File: config.mk
export PLATFORM = sky130hd
export DESIGN_NAME = serial_sub_nbit
export DESIGN_NICKNAME = d
export VERILOG_FILES = /design/src/rtl/serial_sub_nbit.sv
export SDC_FILE = /design/constraint.sdc
export NUM_CORES = 1
export LEC_CHECK = 0
export BUFFER_PORTS_ARGS = -buffer_cell sky130_fd_sc_hd__buf_2
export CAP_MARGIN = 5
export CORE_MARGIN = 1.5
export CORE_UTILIZATION = 40
export CTS_BUF_LIST = sky130_fd_sc_hd__clkbuf_4 sky130_fd_sc_hd__clkbuf_8
export DETAILED_ROUTE_END_ITERATION = 6
export PLACE_DENSITY = 0.7
export SLEW_MARGIN = 20
export SYNTH_ARGS = -nofsm -noshare
export SYNTH_HDL_FRONTEND = slang
export SYNTH_SLANG_ARGS = --single-unit
File: constraint.sdc
create_clock -name clk -period 1.8 [get_ports clk]
set_input_delay 0.09 -clock clk [delete_from_list [all_inputs] [get_ports clk]]
set_output_delay 0.09 -clock clk [all_outputs]
set_load 0.01 [all_outputs]
File: src/rtl/serial_sub_nbit.sv
// serial_sub_nbit: bit-serial N-bit subtractor with valid/ready handshakes; define SERIAL_SUB_OVF_EN for the signed-overflow output ovf.
module serial_sub_nbit #(
    parameter int N = 4
) (
    input  logic         clk,
    input  logic         rst,
    input  logic         in_valid,
    output logic         in_ready,
    input  logic [N-1:0] a,
    input  logic [N-1:0] b,
    output logic         out_valid,
    input  logic         out_ready,
    output logic [N-1:0] diff,
    output logic         bout
`ifdef SERIAL_SUB_OVF_EN
    ,
    output logic         ovf
`endif
);
    localparam int CW = $clog2(N);
    typedef enum logic [1:0] {IDLE, RUN, DONE} state_t;
    state_t state, state_n;
    logic [N-1:0] sa, sb;
    logic [CW-1:0] cnt;
    logic br, d, br_n, last;
    always_comb begin
        d = sa[0] ^ sb[0] ^ br;
        br_n = (~sa[0] & sb[0]) | (~(sa[0] ^ sb[0]) & br);
        last = cnt == CW'(N - 1);
        in_ready = (state == IDLE) && !rst;
        out_valid = state == DONE;
        state_n = (state == IDLE && in_valid) ? RUN :
                  (state == RUN && last) ? DONE :
                  (state == DONE && out_ready) ? IDLE : state;
    end
    always_ff @(posedge clk) begin
        if (rst) begin
            state <= IDLE;
            cnt <= '0;
            br <= 1'b0;
            diff <= '0;
            bout <= 1'b0;
`ifdef SERIAL_SUB_OVF_EN
            ovf <= 1'b0;
`endif
        end else begin
            state <= state_n;
            if (state == IDLE && in_valid) begin
                sa <= a;
                sb <= b;
                br <= 1'b0;
                cnt <= '0;
            end else if (state == RUN) begin
                sa <= sa >> 1;
                sb <= sb >> 1;
                br <= br_n;
                diff <= {d, diff[N-1:1]};
                cnt <= last ? '0 : cnt + 1'b1;
                if (last) begin
                    bout <= br_n;
`ifdef SERIAL_SUB_OVF_EN
                    ovf <= (sa[0] ^ sb[0]) & (sa[0] ^ d);
`endif
                end
            end
        end
    end
endmodule
== Word-level counts from Yosys, hierarchy flattened ==
Index checks and enable logic that the tools add are counted.
Storage, ports and cells
  output and inout bits: 7
  word-level logic and storage cells: 42
  flip-flop bits (word level): 18
Operators by class
  reduce and logical (&&, ||, !) cells: 13
  add/sub/neg operators: 1
  equal/unequal tests: 3
  bitwise operators: 9
  mux-type cells: 8
Operators with widths (count)
  2-to-1 mux 4 bit: 4
  2-to-1 mux 2 bit: 3
  equality test 2 bit (second input constant): 2
  logical AND 1 bit: 4
  NOT 1 bit: 4
  AND reduction 2 bit: 2
  nonzero test 2 bit: 2
  AND reduction 3 bit: 1
  nonzero test 3 bit: 1
  adder 2 x 1 -> 2 bit (second input constant): 1
  bitwise AND 1 bit: 2
  equality test 2 x 1 -> 1 bit (second input constant): 1
  zero test 2 bit: 1
  OR reduction 2 bit: 1
  XOR 1 bit: 2
  zero test 1 bit: 1
  2-to-1 mux 1 bit: 1
  OR 1 bit: 1

== Longest topological paths before layout ==
  depth after elaboration: 5
  depth in mapped cells: 5

== Least setup slack after synthesis ==
OpenSTA, ideal clock, no wires.
  path kind: reg-to-reg
  start point: register state[0]
  end point: register sa[0], data pin
  cell stages (with the launch flop): 4
  required time: 1540 ps
  clock period less this slack: 1346 ps
  slack: 454 ps
  data arrival time: 1086 ps
  cell sequence: dfxtp_1 buf_6 nor3b_4 mux2_2
On the way
  word-level cells in the longest chain between the ends: 3
RTL lines
  from (decl): RTL line 22  | state_t state, state_n;
  from (signal assigned): RTL line 47  | state <= state_n;
  zero test 2 bit: RTL line 48  | if (state == IDLE && in_valid) begin
  logical AND 1 bit: RTL line 48
  2-to-1 mux 4 bit: RTL line 48
  to (signal assigned): RTL line 54  | sa <= sa >> 1;
  to (decl): RTL line 23  | logic [N-1:0] sa, sb;
No other way between the ends.
A chain may end at the register's enable or synchronous reset.

== Worst setup path after layout ==
  start point: register state[0]
  end point: register sb[2], data pin
On the way
  word-level cells in the longest chain between the ends: 3
RTL lines
  zero test 2 bit: RTL line 48
  logical AND 1 bit: RTL line 48
  2-to-1 mux 4 bit: RTL line 48
  to (signal assigned): RTL line 55  | sb <= sb >> 1;
  to (decl): RTL line 23
No other way between the ends.

==> results by group <==
Detailed routing
  – Initial DRC count: 7
  – Met3 routed WL: 51 um
  – Routed Antenna Nets: 0
  – DRT met1 WL: 584 um
  – Highest routed metal layer: met3
  – Final WL: 1.24 mm
  – Routed met2 length: 606 um
  – First-pass DRT Iterations: 4
  – Via density: 4.70
  – Vias: 517
  – Wirelength per Cell: 11.3 um
  – Remaining DRCs: 0

Timing
  – Setup WS post-layout: 350 ps
  – Final-report setup violation count: 0
  – Crit path time final: 1450 ps
  – Final hold slack: 91.5 ps
  – Slew headroom: 71.0%
  – Worst Tran Pin Value: 435 ps
  – Clk_skew: 1.49 ps
  – Fin. Hold Viols: 0
  – Fin crit share: 80.5%
  – F_max: 690 MHz
  – Max Slew Vio Count: 0
  – Setup TNS: 0 ps
  – RSZ-0062 raised after global routing: no

Place
  – RePlAce Congestion: 0.728
  – I/O Buffers: 18
  – Pre-CTS setup slack: 345 ps
  – Dpl cells: 106
  – Dpl cell area: 902 sq um

Die
  – Row count: 15
  – Starting Density: 44.2%
  – Top Ports: 19
  – Die Height: 47.4 um
  – Die Width: 47.4 um
  – CORE AREA: 1780 sq um
  – Die area: 2250 sq um

Setup path
  – Setup slack, reg-to-reg: 350 ps
  – Crit Path Class: flop to flop
  – Critical Path Start Type: flop
  – R2R depth: 2
  – CP required: 1840 ps
  – CP endpoint kind: flop
  – Crit Path Max Fanout: 9
  – WP data arrival: 1490 ps

Synthesis
  – Synthesized area: 788 sq um
  – Post-synthesis cell type count: 24
  – Syn. warnings: 0
  – Synth Register Bits: 18
  – Sequential area share after synthesis: 55.9%
  – Mapped Cells: 64
  – Post-Syn Nets: 78
  – Mapped Avg Cell Area: 12.3 sq um

Worst hold path
  – Min-Delay Path Class: primary input to flop
  – Hold path cells: 2

Power
  – P per Cell Area: 831 nW/um^2
  – Pleak: 0.394 nW
  – Worst VDD drop: 0.000408 V

Final layout
  – Share of cells above drive strength 1: 42.4%
  – Diode count: 0
  – Area grow syn2layout: 18.3%
  – Final net count: 100
  – Multi-input logic area: 310 sq um
  – Commonest non-fill, non-tap cell in the layout: buf_2
  – Filler instances: 154
  – Sequential standard cell area: 440 sq um
  – Final Instance Area: 932 sq um
  – Commonest cells after routing, fill and taps aside: buf_2, nor2_1, dfxtp_1
  – Fin cells: 110

Global route
  – Initial antenna violation count: 0
  – Maximum number of pins on one net before global-route repair: 13
  – GRT Overall Usage: 12.3%
  – Vias in the first global route: 448
  – Global-route wire length before repair: 1.94 mm
  – Gr ovfl total: 0

Clock network
  – H-Tree Depth: 1
  – Clock transition at the registers of the reported paths: 90 ps
  – CTS sink count: 18
  – Number of post-CTS setup repair buffers: 0
  – Cell chosen for the clock root: clkbuf_4
  – Cts bufs inserted: 3
  – Hold Buf Count CTS: 0
  – CTS Buffer Depth: 2
  – CTS tree: built
  – PostCTS Resize Cnt: 0
  – Skew-Pair Late Insertion Delay: 280 ps

Job
  – Max-capacitance violation count: 0

Run status
  – Outcome: finished, final reports clean
-- cell usage after synthesis, drive strengths merged --
master | n | share of area, %
dfxtp | 10 | 25
nor2b | 1 | 0.79
nor3b | 1 | 2.4
a22oi | 3 | 2.9
nor3 | 1 | 0.63
a311oi | 1 | 1.9
nor2 | 10 | 4.8
o21bai | 1 | 0.95
a21oi | 3 | 2.4
fa | 1 | 2.5
ha | 1 | 1.6
mux2i | 4 | 5.1
nand2 | 1 | 0.48
mux2 | 6 | 8.6
nand2b | 1 | 0.79
o21ai | 1 | 0.63
edfxtp | 8 | 30
and2 | 2 | 1.9
inv | 4 | 1.9
buf | 2 | 2.4
clkbuf | 1 | 0.48
and2b | 1 | 1.1
-- routing by layer --
metal | global-route usage [%] | vias to the layer above
li1 | - | 263
met1 | 16.2 | 239
met2 | 18.4 | 15
met3 | 3.85 | 0
met4 | 6.11 | 0
met5 | 0 | -
-- final timing paths --
kind	start	end
worst max-delay path	state[0]$_SDFFE_PP0P_	sb[2]$_DFFE_PP_
worst min-delay path	b[3]	sb[3]$_SDFFCE_PN0P_
worst max register to register	state[0]$_SDFFE_PP0P_	sb[2]$_DFFE_PP_
worst min register to register	diff[0]$_SDFFE_PP0P_	diff[0]$_SDFFE_PP0P_
-- sequential cells by signal (all words and copies together), names as in the netlist --
name and flops:
sb 4, bout 1, cnt 2, state 2, sa 4, br 1, diff 4
-- critical path, cell delays in order, from the launching register on --
cell,delay (ps)
dfxtp_1,400
nor3b_4,430
mux2_2,380
-- cell families after synthesis --
| group | count (synthesis) | share of synthesized area [%] |
|---|---|---|
| multiplexers | 10 | 13.7 |
| buffers and inverters | 7 | 4.76 |
| AO/OA/AOI/OAI | 9 | 8.73 |
| AND/OR/NAND/NOR | 18 | 12.9 |
| adder cells (fa/ha/maj) | 2 | 4.13 |
| flip-flops | 18 | 55.9 |
-- report_power, final --
part           leakage (nW)  internal [mW]  switching (mW)  total (mW)
registers             0.158          0.452          0.0126       0.465
logic                 0.218         0.0496          0.0461      0.0957
clock network        0.0184          0.101           0.113       0.214
total                 0.394          0.603           0.172       0.775
-- final cells by class --
class,count,area share [%]
Sequential cell,18,47.2
Multi-Input combinational cell,39,33.3
Timing Repair Buffer,20,11.3
Tap cell,25,3.36
Clock buffer,4,3.22
Inverter,4,1.61
-- through the flow --
stage	utilization, %	total power, mW
global route	52.3	0.814
CTS	52.3	0.784
detailed placement	50.6	0.570
floorplan	-	0.541
finish	52.3	0.775
global placement	50.6	0.565
No activity file was read; power rests on OpenSTA's default activity.
